===== src/rtl/sram_sp_access_ctrl.sv =====
// Single-port SRAM access controller: write/read arbitration, 1-cycle read latency tracking,
// credit-gated read issue and a small response FIFO. o_sram_rw encodes 1 = WRITE, 0 = READ.
module sram_sp_access_ctrl #(
   parameter int WORDWD    = 256,
   parameter int DWD       = 16,
   parameter int AWD       = $clog2(WORDWD),
   parameter int SIZE      = 16,
   parameter int RSP_DEPTH = 2
) (
   input  logic                      i_clk,
   input  logic                      i_rst,
   input  logic                      i_wr_valid,
   output logic                      o_wr_ready,
   input  logic [AWD-1:0]            i_wr_addr,
   input  logic [SIZE-1:0][DWD-1:0]  i_wr_data,
   input  logic                      i_rd_valid,
   output logic                      o_rd_ready,
   input  logic [AWD-1:0]            i_rd_addr,
   output logic                      o_rsp_valid,
   input  logic                      i_rsp_ready,
   output logic [SIZE-1:0][DWD-1:0]  o_rsp_data,
   output logic                      o_sram_rw,
   output logic                      o_sram_ce,
   output logic [AWD-1:0]            o_sram_addr,
   output logic [SIZE-1:0][DWD-1:0]  o_sram_wdata,
   input  logic [SIZE-1:0][DWD-1:0]  i_sram_rdata
);

   localparam logic RW_WRITE = 1'b1;
   localparam logic RW_READ  = 1'b0;
   localparam int   PW       = (RSP_DEPTH > 1) ? $clog2(RSP_DEPTH) : 1;
   localparam int   CW       = $clog2(RSP_DEPTH + 1);

   logic                     wr_last;
   logic                     rd_inflight;
   logic [PW-1:0]            wptr;
   logic [PW-1:0]            rptr;
   logic [CW-1:0]            count;
   logic [SIZE-1:0][DWD-1:0] mem [RSP_DEPTH];

   logic          pop;
   logic          rd_ok;
   logic          wr_gnt;
   logic          rd_gnt;
   logic [CW+1:0] credit_use;

   function automatic logic [PW-1:0] next_ptr(input logic [PW-1:0] p);
      return (p == PW'(RSP_DEPTH - 1)) ? '0 : p + PW'(1);
   endfunction

   assign o_rsp_valid = (count != '0);
   assign o_rsp_data  = mem[rptr];

   // A read may only issue if its data will have a FIFO slot, counting the one already in flight.
   always_comb begin
      pop        = o_rsp_valid & i_rsp_ready;
      credit_use = (CW+2)'(count) + (CW+2)'(rd_inflight) - (CW+2)'(pop);
      rd_ok      = credit_use < (CW+2)'(RSP_DEPTH);
      wr_gnt     = !i_rst && i_wr_valid && (!(i_rd_valid && rd_ok) || !wr_last);
      rd_gnt     = !i_rst && i_rd_valid && rd_ok && (!i_wr_valid || wr_last);
   end

   always_comb begin
      o_wr_ready   = wr_gnt;
      o_rd_ready   = rd_gnt;
      o_sram_ce    = wr_gnt | rd_gnt;
      o_sram_rw    = RW_READ;
      o_sram_addr  = '0;
      o_sram_wdata = '0;
      if (wr_gnt) begin
         o_sram_rw    = RW_WRITE;
         o_sram_addr  = i_wr_addr;
         o_sram_wdata = i_wr_data;
      end else if (rd_gnt) begin
         o_sram_addr  = i_rd_addr;
      end
   end

   always_ff @(posedge i_clk) begin
      if (i_rst) begin
         wr_last     <= 1'b0;
         rd_inflight <= 1'b0;
         wptr        <= '0;
         rptr        <= '0;
         count       <= '0;
      end else begin
         if (wr_gnt)
            wr_last <= 1'b1;
         else if (rd_gnt)
            wr_last <= 1'b0;
         rd_inflight <= rd_gnt;
         if (rd_inflight)
            wptr <= next_ptr(wptr);
         if (pop)
            rptr <= next_ptr(rptr);
         case ({rd_inflight, pop})
            2'b10:   count <= count + CW'(1);
            2'b01:   count <= count - CW'(1);
            default: count <= count;
         endcase
      end
   end

   always_ff @(posedge i_clk) begin
      if (!i_rst && rd_inflight)
         mem[wptr] <= i_sram_rdata;
   end

endmodule


===== config.mk =====
export PLATFORM = sky130hd
export DESIGN_NAME = sram_sp_access_ctrl
export DESIGN_NICKNAME = d
export VERILOG_FILES = /design/src/rtl/sram_sp_access_ctrl.sv
export SDC_FILE = /design/constraint.sdc
export NUM_CORES = 1
export LEC_CHECK = 0
export CAP_MARGIN = 10
export CORE_AREA = 2 2 414 416
export DETAILED_ROUTE_END_ITERATION = 10
export DIE_AREA = 0 0 416 418
export GPL_TIMING_DRIVEN = 1
export PLACE_DENSITY_LB_ADDON = 0.3
export SLEW_MARGIN = 20
export SYNTH_ARGS = -nofsm -noshare
export SYNTH_HDL_FRONTEND = slang
export SYNTH_SLANG_ARGS = --single-unit

===== constraint.sdc =====
create_clock -name i_clk -period 27.6 [get_ports i_clk]
set_input_delay 5.52 -clock i_clk [delete_from_list [all_inputs] [get_ports i_clk]]
set_output_delay 5.52 -clock i_clk [all_outputs]
set_load 0.02 [all_outputs]

==> out/results.ini, run 1 <==
[clock_tree]
h-tree-depth = 2
cts-root-buf = clkbuf_16
cts_hold_buf = 0
cts_buffers = 60
cts_tree = yes
clock_path_buffers = 3
clock_latency_ps = 630
cts.sinks = 519
cts_resized = 0
clkTransAtPathRegs_ps = 60
post_cts_buffers = 0

[critical_path]
crit_type = primary input to output pin
rr_startpoint = rd_inflight
worstPathRequired_ps = 22080
reg2reg_depth = 5
reg2reg_to = mem[1][26]
critPathArrivalTime_ps = 9830
critPathLaunchType = primary input
cp-end-kind = output pin
rrSetupSlack_ps = 23730
path_max_fanout = 148

[route]
drcViolationCount = 0
viasPerCell = 3.22
routed_wl_um = 115000
wl_per_cell_um = 25.2
drt_iter0_drc = 753
via_count = 14700
drtAntennaViolNets = 0
drt_first_pass_iters = 4

[synthesis]
synthAdderAreaFrac = 0.00157
synth_area_mm2 = 0.0207
synth_top_area_frac = 0.743
avgSynthCellArea_um2 = 18.1
ys_types = 32
synth_top_area_cell = edfxtp_1
yosysSeqAreaShare = 0.750
synth_fp_nets = 1677
ys_seq_elements = 519
synth_compound_area_frac = 0.00737
yosys_warnings = 0
synth-simple-area-share = 0.0841
ys_top_cells_by_area = edfxtp_1, mux2_2, and2_1, buf_2, dfxtp_1
synth_top_family_by_area = multiplexers
synth_xor_xnor_area_share = 0.00248
syn_inst = 1142
synth.mux.area_fraction = 0.139

[grt]
antenna_found_initial = 59
grt_pass1_wl_um = 144000
grtUsageTotal = 0.125
grt_pass1_vias = 14800
grt_max_degree = 149
overflow = 0

[power_and_ir_drop]
p_total_mw = 2.44
powerDensity_mw_per_mm2 = 67.8
ir_drop_mv = 0.0482
power_leakage_nw = 11.5

[die]
chipHeight_um = 418
rows = 151
dieArea_mm2 = 0.174
io_pins = 1058
start_util = 0.122
design.core.area_mm2 = 0.169
die_w_um = 416

[layout]
areaGrowthSynthToFinish_pct = 73.9
nFillCells = 18100
num-nets-final = 2751
layout_common_cells = clkdlybuf4s50_1, edfxtp_1, and2_1, mux2_2, clkbuf_16
final_layout_size_suffix_gt1_frac = 0.159
post-route-util = 0.213
mostFrequentLayoutCell = clkdlybuf4s50_1

[timing]
rsz0062_at_grt = no
max_slew_margin = 0.393
finalClockSkew_ps = 17.6
slew_viol_final = 0
final-hold-violation-count = 0
post-route-period-util = 0.556
maxClockFrequency_mhz = 65.1
worst_slew_pin_slew_ps = 911
layout_min_cycle_time_ps = 15350
finalSetupViolations = 0
tns_ps = 0

[place]
dp_hpwl_um = 93900
gp_congestion = 0.861
portBuffers = 1057

[job]
max_cap_violations = 0

[hold_path]
hold_path.startpoint = rd_inflight
hold_path_class = flip-flop to flip-flop
hold_path_depth = 2
whs_endpoint = wptr

[run_status]
status = finished, final reports clean

[per-layer routing]
metal / track usage / part of all wire / vias up
met2: 0.271 / 0.61 / 606
met5: 0 / 0.0033 / -
met1: 0.0955 / 0.27 / 7301
met3: 0.0376 / 0.062 / 229
met4: 0.0627 / 0.054 / 54
li1: - / - / 6495
[registers in the layout (all words and copies together), names as in the netlist, named ones only]
register     count
rd_inflight      1
mem            512
count            2
wr_last          1
rptr             1
wptr             1
[report_power, final]
part	internal [mW]	switching, mW	leakage [nW]
registers	0.908	0.0173	4.69
logic	0.361	0.379	5.89
clock network	0.454	0.321	0.929
[per-stage QoR]
| step | std cells | setup slack (ps) | hold slack (ps) | cell area, µm² |
|---|---|---|---|---|
| floorplan | 1142 | 1880 | 475 | 20700 |
| global placement | 4372 | 12050 | 488 | 33900 |
| finish | 4559 | 12250 | 518 | 36000 |
| detailed placement | 4372 | 12000 | 495 | 33900 |
| global route | 4553 | 11860 | 534 | 36000 |
| CTS | 4484 | 11980 | 515 | 35800 |
[cells in the mapped netlist, drive strengths merged]
cell type	number
a32o	8
o21a	1
ha	1
dfxtp	7
nor3	1
nor2b	11
or2	1
a21oi	3
a311oi	2
nand3b	1
or3	1
nand2b	1
inv	3
o211a	1
clkbuf	26
buf	34
nor3b	1
fa	1
xor2	2
nand3	1
o21ai	1
edfxtp	512
nor2	7
and2	256
xnor2	3
mux2	256
[worst max path at each step]
stage | start | endpoint | slack [ps] | cells past startpoint
detailed placement | i_rsp_ready | o_sram_wdata[248] | 12000 | 10
global placement | i_rsp_ready | o_sram_wdata[4] | 12050 | 10
CTS | i_rsp_ready | o_sram_wdata[248] | 11980 | 10
global route | i_rsp_ready | o_sram_wdata[17] | 11860 | 10
finish | i_rsp_ready | o_sram_wdata[39] | 12250 | 10
floorplan | i_rst | mem[1][0] | 1880 | 3
[cell families after synthesis]
logic type,count (synthesis)
flops,519
simple gates,281
mux,256
buf+inv,63
compound gates,16
xor+xnor,5
fa+ha+maj,2
[cell type report]
| type | count | area, µm² | area share |
|---|---|---|---|
| inverter | 3 | 11.3 | 0.000313 |
| tap | 2218 | 2780 | 0.0771 |
| sequential | 519 | 15500 | 0.431 |
| antenna | 75 | 188 | 0.00521 |
| multi-input combinational | 560 | 4870 | 0.135 |
| timing repair buffer | 1072 | 10700 | 0.298 |
| clock buffer | 73 | 1550 | 0.0431 |
| clock inverter | 39 | 357 | 0.00991 |
[worst max-delay path: stages]
cell and delay (ps):
clkdlybuf4s50_1 500, nand2b_1 110, a21oi_1 80, fa_1 410, xor2_2 200, a311oi_4 650
buf_4 690, buf_6 610, and2_1 230, clkdlybuf4s50_1 640
Note: power is estimated with default switching activity, not from simulation.
==> inputs of run 2 (changes only) <==
Settings changed: CORE_AREA 2 2 414 416 to 2 2 412 414, DIE_AREA 0 0 416 418 to 0 0 414 416.
Clock period 27.6 ns to 14 ns, I/O delays scaled along.
==> run 2 against run 1 <==
Worst setup slack worse by 8000 ps; via count is 3.1% lower; critical path depth stayed put; die area is 0.96% lower; largest cell class unchanged; non-clock buffer count is 3 lower; flip-flop and latch count stayed put; total power is 95% higher; combinational power is 96% higher; cell count is 0.72% lower; first-iteration DRC count is 22% lower; clock power is 91% higher; count of clock-buffer cells in the layout is 10 higher.
==> out/results.ini, run 2 (synthesis results as in run 1) <==
[die]
start_util = 0.123  ; was 0.122
chipHeight_um = 416  ; was 418 µm
rows = 151  ; unchanged
dieArea_mm2 = 0.172  ; was 0.174 mm²
die_w_um = 414  ; was 416 µm
io_pins = 1058  ; unchanged
design.core.area_mm2 = 0.168  ; was 0.169 mm²

[layout]
largest-register = mem  ; unchanged
final_layout_size_suffix_gt1_frac = 0.155  ; was 0.159
largestRegisters = mem: 512 flops, count: 2 flops  ; unchanged
largest_reg_flops = 512  ; unchanged
areaGrowthSynthToFinish_pct = 73.4  ; was 73.9%
final_cells = 4526  ; was 4,559
layout_common_cells = clkdlybuf4s50_1, edfxtp_1, and2_1, mux2_2, clkbuf_16  ; unchanged
mostFrequentLayoutCell = clkdlybuf4s50_1  ; unchanged
num-nets-final = 2747  ; was 2,751

[grt]
grt_max_degree = 138  ; was 149
overflow = 0  ; unchanged
grt_pass1_wl_um = 133000  ; was 144,000 µm
antenna_found_initial = 27  ; was 59
grtUsageTotal = 0.114  ; was 0.125
grt_pass1_vias = 14600  ; was 14,800

[critical_path]
rr_startpoint = rd_inflight  ; unchanged
cp-end-kind = output pin  ; unchanged
rrSetupSlack_ps = 10680  ; was 23,730 ps
slowest_delay_ps = 840  ; was 690 ps
path_max_fanout = 136  ; was 148
crit_type = primary input to output pin  ; unchanged
reg2reg_depth = 4  ; was 5
worstPathRequired_ps = 11200  ; was 22,080 ps
critical-path-slowest-cell = buf_4  ; unchanged
critPathLaunchType = primary input  ; unchanged
crit_chain = clkdlybuf4s50_1 -> nand2b_1 -> a21oi_1 -> fa_1 -> xor2_2 -> a311oi_4 -> buf_4 -> buf_4 -> and2_1 -> clkdlybuf4s50_1  ; was clkdlybuf4s50_1 -> nand2b_1 -> a21oi_1 -> fa_1 -> xor2_2 -> a311oi_4 -> buf_4 -> buf_6 -> and2_1 -> clkdlybuf4s50_1
reg2reg_to = mem[0][39]  ; was mem[1][26]
critPathArrivalTime_ps = 6960  ; was 9830 ps

[place]
portBuffers = 1057  ; unchanged
dp.cells = 4368  ; was 4,372
gp_congestion = 0.972  ; was 0.861
dp_hpwl_um = 81000  ; was 93,900 µm

[clock_tree]
h-tree-depth = 2  ; unchanged
cts_tree = yes  ; unchanged
clock_latency_ps = 630  ; about the same
cts-root-buf = clkbuf_16  ; unchanged
post_cts_buffers = 0  ; unchanged
clock_path_buffers = 3  ; unchanged
cts_resized = 0  ; unchanged
cts_hold_buf = 0  ; unchanged
cts_buffers = 59  ; was 60
cts.sinks = 519  ; unchanged
clkTransAtPathRegs_ps = 60  ; about the same

[timing]
maxClockFrequency_mhz = 102
layout_min_cycle_time_ps = 9760
max_slew_margin = 0.262  ; was 0.393
finalSetupViolations = 0  ; unchanged
rsz0062_at_grt = no  ; unchanged
tns_ps = 0  ; unchanged
final-hold-violation-count = 0  ; unchanged
slew_viol_final = 0  ; unchanged
finalClockSkew_ps = 13.4  ; was 17.6 ps
worst_slew_pin_slew_ps = 1110  ; was 911 ps
post-route-period-util = 0.697

[route]
drt_iter0_drc = 584  ; was 753
viasPerCell = 3.14  ; was 3.22
via_count = 14200  ; was 14,700
routed_wl_um = 103000  ; was 115,000 µm
drt_first_pass_iters = 4  ; unchanged
wl_per_cell_um = 22.7  ; was 25.2 µm
drtAntennaViolNets = 0  ; unchanged
drcViolationCount = 0  ; unchanged

[power_and_ir_drop]
power_leakage_nw = 11.5  ; about the same
powerDensity_mw_per_mm2 = 132  ; was 67.8 mW/mm²
ir_drop_mv = 0.0940  ; was 0.0482 mV

[hold_path]
hold_path_depth = 2  ; unchanged
whs_endpoint = wptr  ; unchanged
hold_path_class = flip-flop to flip-flop  ; unchanged
hold_path.startpoint = rd_inflight  ; unchanged

[job]
max_cap_violations = 0  ; unchanged

[run_status]
status = finished, final reports clean  ; unchanged

## run 2: layout make-up
| type | instances | area [µm²] |
|---|---|---|
| well taps | 2218 | 2780 |
| repair buffers | 1069 | 10700 |
| inverters | 3 | 11.3 |
| fillers | 18000 | 132000 |
| diodes | 49 | 123 |
| flip-flops and latches | 519 | 15500 |
| clock inverters | 25 | 199 |
| clock buffers | 83 | 1650 |
| multi-input cells | 560 | 4880 |
## run 2: how the worst max path moves through the flow
stage	from	cells after the start	slack, ps	endpoint
2_1_floorplan	i_rst	3	130	mem[1][0]
3_3_place_gp	i_rsp_ready	10	4220	o_sram_wdata[198]
3_5_place_dp	i_rsp_ready	10	4210	o_sram_wdata[198]
4_1_cts	i_rsp_ready	10	4210	o_sram_wdata[198]
5_1_grt	i_rsp_ready	10	3950	o_sram_wdata[198]
6_report	i_rsp_ready	10	4240	o_sram_wdata[198]
## run 2: per-stage QoR
step           cell area (µm²)  worst slack [ps]  utilization  power (mW)  hold WS, ps
2_1_floorplan            20700               133            -        2.57          475
3_3_place_gp             33900              4220        0.202        3.34          482
3_5_place_dp             33900              4210        0.202        3.33          501
4_1_cts                  35800              4210        0.213        4.85          506
5_1_grt                  35900              3950        0.213        4.94          555
6_report                 35900              4240        0.213        4.75          502
## run 2: critical path: cells and delay by family
family | cells | cell delay [ps]
buffers and inverters | 4 | 2680
adders and majority gates | 1 | 420
xor gates and xnor gates | 1 | 200
and+or+nand+nor | 2 | 350
AOI/OAI and AO/OA | 2 | 340
## run 2: layer usage
metal	global-route usage	part of all wire	vias up
met5	0	0.0014	-
met4	0.0526	0.038	22
met2	0.231	0.59	571
li1	-	-	6463
met1	0.0974	0.30	7027
met3	0.0390	0.072	140
## run 2: power breakdown
group | switching [mW] | internal (mW)
Clock | 0.615 | 0.869
Sequential | 0.0239 | 1.79
Combinational | 0.739 | 0.714
==> inputs of run 3 (changes only) <==
Clock period 14 ns to 8.8 ns, I/O delays scaled along.
==> run 3 against run 2 <==
Flip-flop and latch count stayed put; first-iteration DRC count is 5.0% higher; cell count is 0.57% lower; design area hardly changed; sequential share of layout area hardly changed; die area stayed put; critical path depth is 2 lower; critical path type unchanged.
==> out/results.ini, run 3 (synthesis results as in run 1) <==
[grt]
grt_pass1_wl_um = 136000  ; was 133,000 µm
grtUsageTotal = 0.115  ; was 0.114
overflow = 0  ; unchanged
antenna_found_initial = 33  ; was 27
grt_pass1_vias = 15200  ; was 14,600
grt_max_degree = 179  ; was 138

[clock_tree]
cts_tree = yes  ; unchanged
cts.sinks = 519  ; unchanged
cts_buffers = 59  ; unchanged
cts_hold_buf = 0  ; unchanged
clock_path_buffers = 3  ; unchanged
clkTransAtPathRegs_ps = 60  ; about the same
post_cts_buffers = 0  ; unchanged
cts-root-buf = clkbuf_16  ; unchanged
h-tree-depth = 2  ; unchanged
cts_resized = 0  ; unchanged
clock_latency_ps = 640  ; was 630 ps

[critical_path]
reg2reg_depth = 4  ; unchanged
rr_startpoint = rd_inflight  ; unchanged
startpoint = i_rsp_ready  ; unchanged
crit_type = primary input to output pin  ; unchanged
critPathArrivalTime_ps = 5370  ; was 6960 ps
cp.depth = 8  ; was 10
cp_top_family = buffers and inverters  ; unchanged
slowest_delay_ps = 740  ; was 840 ps
path_max_fanout = 10  ; was 136
critical-path-slowest-cell = clkdlybuf4s50_1  ; was buf_4
crit_chain = clkdlybuf4s50_1 -> nand3b_1 -> a21oi_1 -> fa_1 -> nor2b_1 -> o211a_1 -> a32o_1 -> clkdlybuf4s50_1  ; was clkdlybuf4s50_1 -> nand2b_1 -> a21oi_1 -> fa_1 -> xor2_2 -> a311oi_4 -> buf_4 -> buf_4 -> and2_1 -> clkdlybuf4s50_1
critPathLaunchType = primary input  ; unchanged
rrSetupSlack_ps = 6060  ; was 10,680 ps
cp_common_cell = clkdlybuf4s50_1
crit_path_end = o_sram_addr[1]  ; was o_sram_wdata[198]
reg2reg_to = mem[1][141]  ; was mem[0][39]
cp-end-kind = output pin  ; unchanged
worstPathRequired_ps = 7040  ; was 11,200 ps
critPathBufInv = 2  ; was 4

[power_and_ir_drop]
seq_power_share = 0.381  ; was 0.382
powerDensity_mw_per_mm2 = 213  ; was 132 mW/mm²
pwr-share-clk = 0.317  ; was 0.312
p_int_mw = 5.39  ; was 3.37 mW
pwr-share-comb = 0.303  ; was 0.306
power_leakage_nw = 11.5  ; about the same
switching_share = 0.294  ; was 0.290
p_total_mw = 7.63  ; was 4.75 mW
p_sw_mw = 2.24  ; was 1.38 mW
ir_drop_mv = 0.159  ; was 0.0940 mV

[timing]
hold_ws_ps = 515  ; was 502 ps
layout_min_cycle_time_ps = 7130
finalClockSkew_ps = 20.0  ; was 13.4 ps
finalSetupViolations = 0  ; unchanged
rsz0062_at_grt = no  ; unchanged
worst_slew_pin_slew_ps = 1100  ; was 1110 ps
post-route-period-util = 0.810
slew_viol_final = 0  ; unchanged
tns_ps = 0  ; unchanged
maxClockFrequency_mhz = 140
max_slew_margin = 0.265  ; was 0.262
final-hold-violation-count = 0  ; unchanged

[die]
io_pins = 1058  ; unchanged
chipHeight_um = 416  ; unchanged
design.core.area_mm2 = 0.168  ; unchanged
rows = 151  ; unchanged
die_w_um = 414  ; unchanged
start_util = 0.123  ; unchanged
dieArea_mm2 = 0.172  ; unchanged

[place]
dp_hpwl_um = 82900  ; was 81,000 µm
portBuffers = 1057  ; unchanged
dpl-instance-area_mm2 = 0.0340  ; was 0.0339 mm²
gp_congestion = 0.977  ; was 0.972

[route]
via_count = 14400  ; was 14,200
drt_iter0_drc = 613  ; was 584
wl_per_cell_um = 23.0  ; was 22.7 µm
viasPerCell = 3.19  ; was 3.14
drcViolationCount = 0  ; unchanged
drtAntennaViolNets = 0  ; unchanged
drt_first_pass_iters = 4  ; unchanged
routed_wl_um = 104000  ; was 103,000 µm

[layout]
multiInputGateArea_mm2 = 0.00488  ; unchanged
largestRegisters = mem: 512 flops, count: 2 flops  ; unchanged
nFillCells = 18000  ; about the same
ff_latch_area_mm2 = 0.0155  ; unchanged
num-nets-final = 2753  ; was 2,747
fin_area_mm2 = 0.0359  ; about the same
areaGrowthSynthToFinish_pct = 73.4  ; about the same
mostFrequentLayoutCell = clkdlybuf4s50_1  ; unchanged
final_layout_size_suffix_gt1_frac = 0.162  ; was 0.155
layout_common_cells = clkdlybuf4s50_1, edfxtp_1, and2_1, mux2_2, clkbuf_16  ; unchanged
largest_reg_flops = 512  ; unchanged
largest-register = mem  ; unchanged

[run_status]
status = finished, final reports clean  ; unchanged

[job]
max_cap_violations = 0  ; unchanged

[hold_path]
hold_path_class = flip-flop to flip-flop  ; unchanged

==> run 3: cell types whose count changed in the layout (fill, tap and decap cells not counted), sizes merged <==
cell      delta
clkinv       +6
buf          +6
clkinvlp     -1
bufinv       +3
clkbuf      -13
inv          +3
diode       -30
==> run 3: per-stage QoR <==
stage	setup WS, ps	std cells	utilization
CTS	1610	4481	0.213
global placement	1430	4375	0.202
finish	1670	4500	0.213
floorplan	-136	1142	-
global route	1530	4492	0.213
detailed placement	1620	4375	0.202
==> run 3: how the worst min path moves through the flow <==
stage | cells past startpoint | start | end | slack [ps]
after detailed placement | 2 | rd_inflight | wptr | 510
final | 2 | rd_inflight | wptr | 510
after CTS | 2 | rd_inflight | wptr | 520
after global placement | 2 | rd_inflight | wptr | 500
after global routing | 2 | rd_inflight | wptr | 550
after floorplan | 2 | rd_inflight | wptr | 480
==> run 3: cell type report <==
cell class	count	area share
Clock buffer	70	0.0423
Antenna cell	19	0.00132
Multi-Input combinational cell	560	0.136
Inverter	3	0.000314
Clock inverter	36	0.0105
Timing Repair Buffer	1075	0.300
Sequential cell	519	0.432
Tap cell	2218	0.0773
==> run 3: per-layer routing <==
metal,part of all wire,GRT usage
met3,0.072,0.0387
met1,0.30,0.0966
met5,0.0011,0
met2,0.59,0.239
met4,0.041,0.0494
==> run 3: worst min-delay path: stages, from the launching register on <==
cell	delay (ps)
dfxtp_1	340
xnor2_1	70
nor2_1	70
==> run 3: power by group through the flow <==
| stage | sequential (mW) | combinational [mW] | clock (mW) |
|---|---|---|---|
| 6_report | 2.91 | 2.31 | 2.42 |
| 5_1_grt | 2.92 | 2.42 | 2.60 |
| 4_1_cts | 2.91 | 2.37 | 2.53 |
| 3_5_place_dp | 2.96 | 2.35 | 0 |
| 3_3_place_gp | 2.96 | 2.37 | 0 |
| 2_1_floorplan | 2.94 | 1.12 | 0 |
